File: config.mk
export PLATFORM = sky130hd
export DESIGN_NAME = note_block_renderer_flat
export DESIGN_NICKNAME = d
export VERILOG_FILES = /design/src/rtl/pianissimo_pkg.sv /design/src/rtl/note_block_renderer_if.sv /design/src/rtl/lane_hit_test.sv /design/src/rtl/note_block_renderer.sv /design/src/flat_wrapper.sv
export SDC_FILE = /design/constraint.sdc
export NUM_CORES = 1
export LEC_CHECK = 0
export ABC_AREA = 0
export CORE_MARGIN = 5
export CORE_UTILIZATION = 30
export DETAILED_ROUTE_END_ITERATION = 7
export PLACE_DENSITY = 0.44
export SETUP_SLACK_MARGIN = 0.4
export SLEW_MARGIN = 20
export SYNTH_ARGS = -nofsm -noshare
export SYNTH_HDL_FRONTEND = slang
export SYNTH_SLANG_ARGS = --single-unit
File: constraint.sdc
create_clock -name clk -period 11.8 [get_ports clk]
set_input_delay 1.18 -clock clk [delete_from_list [all_inputs] [get_ports clk]]
set_output_delay 1.18 -clock clk [all_outputs]
set_load 0.05 [all_outputs]
File: src/rtl/pianissimo_pkg.sv
// Shared screen geometry, colour type and renderer FSM encoding for the
// pianissimo video pipeline.
package pianissimo_pkg;

    localparam int SCREEN_W = 160;
    localparam int SCREEN_H = 120;
    localparam int KEY_Y    = 92;

    typedef logic [23:0] colour_t;

    typedef enum logic [1:0] {
        S_SCAN   = 2'd0,
        S_UPDATE = 2'd1,
        S_DONE   = 2'd2
    } state_t;

endpackage

File: src/rtl/note_block_renderer_if.sv
// Pixel, spawn and frame-handshake signals between the scanner side (master)
// and the note block renderer (slave).
interface note_block_renderer_if;
    import pianissimo_pkg::*;

    logic       frame_done;
    logic [7:0] inputDrawScreenPosX;
    logic [7:0] inputDrawScreenPosY;
    colour_t    bg_colour;
    logic       spawn_valid;
    logic [2:0] spawn_lane;
    logic [6:0] spawn_len;
    logic       spawn_ready;
    colour_t    outputColour;
    logic       noteBlocksDoneDrawing;
    logic       note_hit;
    logic [2:0] note_hit_lane;

    modport master (
        output frame_done, inputDrawScreenPosX, inputDrawScreenPosY, bg_colour,
        output spawn_valid, spawn_lane, spawn_len,
        input  spawn_ready, outputColour, noteBlocksDoneDrawing, note_hit, note_hit_lane
    );

    modport slave (
        input  frame_done, inputDrawScreenPosX, inputDrawScreenPosY, bg_colour,
        input  spawn_valid, spawn_lane, spawn_len,
        output spawn_ready, outputColour, noteBlocksDoneDrawing, note_hit, note_hit_lane
    );

endinterface

File: src/rtl/lane_hit_test.sv
// Combinational test of whether scan row y falls inside one lane's note block,
// whose rows run from bot-len+1 up to bot.
module lane_hit_test (
    input  logic [7:0] i_y,
    input  logic [8:0] i_bot,
    input  logic [6:0] i_len,
    input  logic       i_active,
    output logic       o_hit
);

    logic [9:0] w_y;
    logic [9:0] w_bot;
    logic [9:0] w_y_plus_len;

    // Widened so y + len never wraps; the top-edge test avoids a signed subtract.
    assign w_y          = {2'b00, i_y};
    assign w_bot        = {1'b0, i_bot};
    assign w_y_plus_len = w_y + {3'b000, i_len};

    assign o_hit = i_active && (w_y <= w_bot) && (w_y_plus_len > w_bot);

endmodule

File: src/rtl/note_block_renderer.sv
// Overlays falling note blocks on the scanned pixel stream and advances every
// lane one at a time between frames, reporting blocks that reach the keyboard.
module note_block_renderer #(
    parameter int          NUM_LANES   = 8,
    parameter int          LANE_W      = 20,
    parameter int          KEY_Y       = pianissimo_pkg::KEY_Y,
    parameter int          SPEED       = 2,
    parameter logic [23:0] NOTE_COLOUR = 24'hFFFFFF
) (
    input logic                  clk,
    input logic                  reset,
    note_block_renderer_if.slave bus
);
    import pianissimo_pkg::*;

    localparam int         FIELD_W  = (NUM_LANES * LANE_W < SCREEN_W) ? NUM_LANES * LANE_W : SCREEN_W;
    localparam int         FIELD_H  = (KEY_Y < SCREEN_H) ? KEY_Y : SCREEN_H;
    localparam logic [2:0] LAST_IDX = 3'(NUM_LANES - 1);

    state_t                 r_state;
    state_t                 w_state_next;
    logic [2:0]             r_idx;
    logic [2:0]             w_idx_next;
    logic                   w_done;

    logic [NUM_LANES-1:0]   r_active;
    logic [8:0]             r_bot [NUM_LANES];
    logic [6:0]             r_len [NUM_LANES];

    colour_t                r_colour;
    logic                   r_note_hit;
    logic [2:0]             r_note_hit_lane;

    logic                   w_spawn_ready;
    logic [6:0]             w_spawn_len;
    logic                   w_cur_active;
    logic [8:0]             w_cur_bot;
    logic [6:0]             w_cur_len;
    logic [8:0]             w_nb;
    logic                   w_updating;
    logic                   w_hit_now;
    logic                   w_clear_now;
    logic [NUM_LANES-1:0]   w_lane_draw;
    logic                   w_draw;

    // NOTE: sequential state uses <= so every register updates from the same pre-edge values.
    always_ff @(posedge clk or posedge reset) begin
        if (reset) begin
            r_state <= S_SCAN;
            r_idx   <= '0;
        end else begin
            r_state <= w_state_next;
            r_idx   <= w_idx_next;
        end
    end

    // NOTE: defaults first so every path assigns every signal and no latch is inferred.
    always_comb begin
        w_state_next = r_state;
        w_idx_next   = r_idx;
        w_done       = 1'b0;
        unique case (r_state)
            S_SCAN: begin
                if (bus.frame_done) begin
                    w_state_next = S_UPDATE;
                    w_idx_next   = '0;
                end
            end
            S_UPDATE: begin
                w_idx_next = r_idx + 3'd1;
                if (r_idx == LAST_IDX) begin
                    w_state_next = S_DONE;
                    w_idx_next   = '0;
                end
            end
            S_DONE: begin
                w_done       = 1'b1;
                w_state_next = S_SCAN;
            end
            default: w_state_next = S_SCAN;
        endcase
    end

    assign w_spawn_ready = (r_state == S_SCAN) && ({1'b0, bus.spawn_lane} < 4'(NUM_LANES))
                           && !r_active[bus.spawn_lane];
    assign w_spawn_len   = (bus.spawn_len == 7'd0) ? 7'd1 : bus.spawn_len;

    assign w_updating   = (r_state == S_UPDATE);
    assign w_cur_active = r_active[r_idx];
    assign w_cur_bot    = r_bot[r_idx];
    assign w_cur_len    = r_len[r_idx];
    assign w_nb         = w_cur_bot + 9'(SPEED);
    assign w_hit_now    = w_updating && w_cur_active && (w_cur_bot < 9'(KEY_Y)) && (w_nb >= 9'(KEY_Y));
    // Top edge nb-len+1 reaching KEY_Y, rearranged to stay unsigned.
    assign w_clear_now  = ({1'b0, w_nb} + 10'd1) >= (10'(KEY_Y) + {3'b000, w_cur_len});

    // NOTE: lane state is a few flops rather than a RAM, so it is cleared on reset like any register.
    always_ff @(posedge clk or posedge reset) begin
        if (reset) begin
            r_active <= '0;
            for (int i = 0; i < NUM_LANES; i++) begin
                r_bot[i] <= '0;
                r_len[i] <= '0;
            end
        end else begin
            if (bus.spawn_valid && w_spawn_ready) begin
                r_active[bus.spawn_lane] <= 1'b1;
                r_bot[bus.spawn_lane]    <= '0;
                r_len[bus.spawn_lane]    <= w_spawn_len;
            end
            if (w_updating && w_cur_active) begin
                if (w_clear_now) begin
                    r_active[r_idx] <= 1'b0;
                end else begin
                    r_bot[r_idx] <= w_nb;
                end
            end
        end
    end

    for (genvar l = 0; l < NUM_LANES; l++) begin : g_lane
        logic w_rows_hit;

        lane_hit_test u_hit (
            .i_y      (bus.inputDrawScreenPosY),
            .i_bot    (r_bot[l]),
            .i_len    (r_len[l]),
            .i_active (r_active[l]),
            .o_hit    (w_rows_hit)
        );

        // Column l*LANE_W is the separator, so the lane body starts one pixel in.
        assign w_lane_draw[l] = w_rows_hit
                                && (int'(bus.inputDrawScreenPosX) > l * LANE_W)
                                && (int'(bus.inputDrawScreenPosX) < (l + 1) * LANE_W);
    end

    assign w_draw = (|w_lane_draw)
                    && (int'(bus.inputDrawScreenPosX) < FIELD_W)
                    && (int'(bus.inputDrawScreenPosY) < FIELD_H);

    always_ff @(posedge clk or posedge reset) begin
        if (reset) begin
            r_colour        <= '0;
            r_note_hit      <= 1'b0;
            r_note_hit_lane <= '0;
        end else begin
            r_colour   <= w_draw ? NOTE_COLOUR : bus.bg_colour;
            r_note_hit <= w_hit_now;
            if (w_hit_now) begin
                r_note_hit_lane <= r_idx;
            end
        end
    end

    assign bus.spawn_ready           = w_spawn_ready;
    assign bus.outputColour          = r_colour;
    assign bus.noteBlocksDoneDrawing = w_done;
    assign bus.note_hit              = r_note_hit;
    assign bus.note_hit_lane         = r_note_hit_lane;

endmodule

File: src/flat_wrapper.sv
// flat-port wrapper written by rule: the top's interface ports become plain ports
module note_block_renderer_flat import pianissimo_pkg::*;
#(
    parameter int          NUM_LANES   = 8,
    parameter int          LANE_W      = 20,
    parameter int          KEY_Y       = pianissimo_pkg::KEY_Y,
    parameter int          SPEED       = 2,
    parameter logic [23:0] NOTE_COLOUR = 24'hFFFFFF
)
  (clk, reset, bus_frame_done, bus_inputDrawScreenPosX, bus_inputDrawScreenPosY, bus_bg_colour, bus_spawn_valid, bus_spawn_lane, bus_spawn_len, bus_spawn_ready, bus_outputColour, bus_noteBlocksDoneDrawing, bus_note_hit, bus_note_hit_lane);
  note_block_renderer_if bus_i ();
  input logic clk;
  input logic reset;
  input wire logic [$bits(bus_i.frame_done)-1:0] bus_frame_done;
  input wire logic [$bits(bus_i.inputDrawScreenPosX)-1:0] bus_inputDrawScreenPosX;
  input wire logic [$bits(bus_i.inputDrawScreenPosY)-1:0] bus_inputDrawScreenPosY;
  input wire logic [$bits(bus_i.bg_colour)-1:0] bus_bg_colour;
  input wire logic [$bits(bus_i.spawn_valid)-1:0] bus_spawn_valid;
  input wire logic [$bits(bus_i.spawn_lane)-1:0] bus_spawn_lane;
  input wire logic [$bits(bus_i.spawn_len)-1:0] bus_spawn_len;
  output wire logic [$bits(bus_i.spawn_ready)-1:0] bus_spawn_ready;
  output wire logic [$bits(bus_i.outputColour)-1:0] bus_outputColour;
  output wire logic [$bits(bus_i.noteBlocksDoneDrawing)-1:0] bus_noteBlocksDoneDrawing;
  output wire logic [$bits(bus_i.note_hit)-1:0] bus_note_hit;
  output wire logic [$bits(bus_i.note_hit_lane)-1:0] bus_note_hit_lane;
  assign bus_i.frame_done = bus_frame_done;
  assign bus_i.inputDrawScreenPosX = bus_inputDrawScreenPosX;
  assign bus_i.inputDrawScreenPosY = bus_inputDrawScreenPosY;
  assign bus_i.bg_colour = bus_bg_colour;
  assign bus_i.spawn_valid = bus_spawn_valid;
  assign bus_i.spawn_lane = bus_spawn_lane;
  assign bus_i.spawn_len = bus_spawn_len;
  assign bus_spawn_ready = bus_i.spawn_ready;
  assign bus_outputColour = bus_i.outputColour;
  assign bus_noteBlocksDoneDrawing = bus_i.noteBlocksDoneDrawing;
  assign bus_note_hit = bus_i.note_hit;
  assign bus_note_hit_lane = bus_i.note_hit_lane;
  note_block_renderer #(.NUM_LANES(NUM_LANES), .LANE_W(LANE_W), .KEY_Y(KEY_Y), .SPEED(SPEED), .NOTE_COLOUR(NOTE_COLOUR)) u_core (.clk(clk), .reset(reset), .bus(bus_i));
endmodule
==> results.sh <==
export IMPL_cap_violations=0
export IMPL_fmax_ghz=0.163
export IMPL_path_max_fanout=39
export IMPL_peakVddDrop_mv=0.158
export IMPL_fin_util_pct=34.9
export IMPL_tightest_slew_ns=1.13
export IMPL_critPathArrivalTime_ns=6.45
export IMPL_grt_pass1_vias=11400
export IMPL_placement_rows=80
export IMPL_critPathKind="reg -> reg"
export IMPL_root_buffer="clkbuf_16"
export IMPL_num_vias=11400
export IMPL_grt_busiest_layer="met2"
export IMPL_slew_violations=0
export IMPL_die_y_microns=229
export IMPL_clk_insertion_delay_late_ns=0.46
export IMPL_worst_path_largest_cell_delay_ns=0.82
export IMPL_clkPwrFrac_pct=13.7
export IMPL_numPortBuffers=83
export IMPL_period_minus_slack_ns=6.15
export IMPL_start_util_pct=30.3
export IMPL_cp_end_kind="flop"
export IMPL_synth_seq_cells=169
export IMPL_final_setup_tns_ns=0
export IMPL_yosysWarnings=0
export IMPL_final_cell_mix="206 x ha_1, 166 x dfrtp_1, 153 x inv_1"
export IMPL_ys_flop_type="dfrtp_1"
export IMPL_drive_above_1_share_pct=11.3
export IMPL_gp_congestion=0.878
export IMPL_async_flop_share_pct=100
export IMPL_hpwl_mm=39.2
export IMPL_die_x_microns=229
export IMPL_layout_commonest_cell="ha_1"
export IMPL_antenna_found_initial=1
export IMPL_clock_path_buffers=2
export IMPL_status="completed"
export IMPL_die_area_sq_um=52400
export IMPL_drt_wirelength_per_cell_microns=23.4
export IMPL_path_cells="buf_4, mux4_2, mux2_2, ha_1, inv_1, nor2_1, xnor2_1, xnor2_1, ha_1, o21ai_0, o21bai_1, a2111oi_4, and2b_1, o2111ai_4, mux2i_1"
export IMPL_numCtsBuffers=17
export IMPL_cts_tree="built"
export IMPL_hold_viol=0
export IMPL_rsz0062_at_grt="no"
export IMPL_p_int_uw=2430
export IMPL_power_density_nw_per_um2=292
export IMPL_synth_edf_count=0
export IMPL_synth_top_cell_area_share_pct=29.4
export IMPL_slew_headroom_pct=24.8
export IMPL_critPathSlowestCell="xnor2_1"
export IMPL_p_switching_uw=2400
export IMPL_netlist_instances=1489
export IMPL_syn_nets=1757
export IMPL_synth_seq_area_share_pct=29.4
export IMPL_drt_first_pass_iters=5
export IMPL_totalWireLength_mm=51.0
export IMPL_grt_pass1_wl_mm=75.7
export IMPL_area_growth_pct=15.2
export IMPL_synth_largest_area_cell="dfrtp_1"
export IMPL_leakage_uw=0.00835
export IMPL_drc=0
export IMPL_gr_total_overflow=0
export IMPL_skew_ns=0.0142
export IMPL_hold_path_class="reg -> reg"
export IMPL_gr_usage_all_layers_pct=19.2
export IMPL_clk_pin_slew_ns=0.07
export IMPL_drt_initial_drc_count=758
export IMPL_synth_cell_types=77
export IMPL_nNetsFinal=1822
export IMPL_startpoint_type="flop"
export IMPL_fin_crit_sh_pct=52.1
export IMPL_post_cts_buffers=0
export IMPL_num_antenna_cells=0
export IMPL_swShare_pct=49.7
export IMPL_syn_avg_cell_area_sq_um=9.66
export IMPL_use_met3_pct=3.91
export IMPL_cts_htree_levels=4
export IMPL_synthTopCellsByArea="dfrtp_1 29%, ha_1 18%, mux2i_1 5.2%"
export IMPL_vias_per_cell=5.22
export IMPL_met1_usage_pct=26.5
export IMPL_cts_sinks=169
export IMPL_p_comb_share_pct=64.1
export IMPL_use_met2_pct=30.8
export IMPL_core_area_sq_um=47500
export IMPL_cts_resized=0
export IMPL_top_level_ports=84
export IMPL_grt_max_degree=112
export IMPL_hold_buffers=0
export IMPL_p_seq_share_pct=22.3
export IMPL_antenna_left=0
export IMPL_setup_viol=0
export IMPL_synthesis_area_sq_um=14400
export IMPL_critPathRequiredTime_ns=12.10
## sequential cells by signal, indices dropped and copies added (netlist names)
name / cells
u_core.r_bot: 72
u_core.bus.note_hit: 1
u_core.r_idx: 3
u_core.r_state: 2
u_core.r_len: 56
u_core.bus.note_hit_lane: 3
u_core.bus.outputColour: 24
u_core.r_active: 8
## power by group through the flow
stage               Clock (uW)  Combinational (uW)  Sequential, uW
floorplan                    0                2220             988
global placement             0                3050            1090
detailed placement           0                3090            1090
CTS                        679                3100            1080
global route               698                3440            1100
finish                     660                3100            1080
## critical path, delay by kind of cell, from the launching register on
family                     cells  cell delay, ns
buffers and inverters          2            0.76
and+or+nand+nor                2            0.59
adders and majority gates      2            0.67
muxes                          3            1.01
xor gates and xnor gates       2            1.01
DFF                            1            0.65
AOI/OAI and AO/OA              4            1.25
## cells in the mapped netlist (4+ instances only)
cell type,n
nor3_1,16
nor4_1,4
mux2_2,66
nor2_1,86
buf_1,6
clkbuf_1,42
nand4_1,29
xor2_1,19
inv_1,154
buf_6,4
a31oi_1,28
ha_1,206
o21ai_0,59
xnor2_1,44
nor2b_1,30
nand3_1,17
a211oi_1,8
fa_1,8
nand2_1,100
o21bai_1,22
o21a_1,28
a21oi_1,90
and2_1,13
a2bb2oi_1,4
mux2i_1,75
or3_1,11
nand2b_1,16
dfrtp_1,169
a21o_1,30
mux4_2,25
## layer usage
metal	wire (microns)	up-vias
met5	0	-
met4	1250	0
met3	2780	52
met2	23500	297
met1	23500	5579
li1	-	5465
## through the flow
step | instances | worst slack, ns | hold slack (ns) | cell area, sq um | total power [uW]
after floorplan | 1489 | 6.04 | 0.464 | 14400 | 3210
after global placement | 2150 | 5.60 | 0.495 | 15900 | 4140
after detailed placement | 2150 | 5.54 | 0.495 | 15900 | 4170
after CTS | 2182 | 5.70 | 0.513 | 16600 | 4860
after global routing | 2182 | 5.23 | 0.539 | 16600 | 5240
final | 2182 | 5.65 | 0.508 | 16600 | 4840
## cell type report
type,instances,area [sq um]
fillers,4809,31000
clock inverters,14,236
flip-flops and latches,169,4230
multi-input cells,1109,9330
inverters,154,586
well taps,615,769
repair buffers,103,981
clock buffers,18,439
## path summary, 6_finish.rpt
kind | depth (start not counted) | slack (ns) | end | startpoint
worst min register to register | 1 | 0.51 | u_core.bus.note_hit_lane[0]$_DFFE_PP0P_ | u_core.bus.note_hit_lane[0]$_DFFE_PP0P_
worst min-delay path | 1 | 0.51 | u_core.bus.note_hit_lane[0]$_DFFE_PP0P_ | u_core.bus.note_hit_lane[0]$_DFFE_PP0P_
worst max register to register | 15 | 5.65 | u_core.r_bot[41]$_DFF_PP0_ | u_core.r_idx[2]$_DFFE_PP0P_
min in group asynchronous | 2 | 1.29 | u_core.r_bot[32]$_DFF_PP0_ | reset
worst max-delay path | 15 | 5.65 | u_core.r_bot[41]$_DFF_PP0_ | u_core.r_idx[2]$_DFFE_PP0P_
max in group asynchronous | 3 | 9.21 | u_core.r_idx[0]$_DFFE_PP0P_ | reset
## cells by family after synthesis
group | share of synthesized area (%)
buffers and inverters | 5.88
multiplexers | 14.7
flip-flops | 29.4
AO/OA/AOI/OAI | 15.4
AND/OR/NAND/NOR | 11.7
adder cells (fa/ha/maj) | 19.0
XOR/XNOR | 3.83
Note: power is estimated with default switching activity, not from simulation.
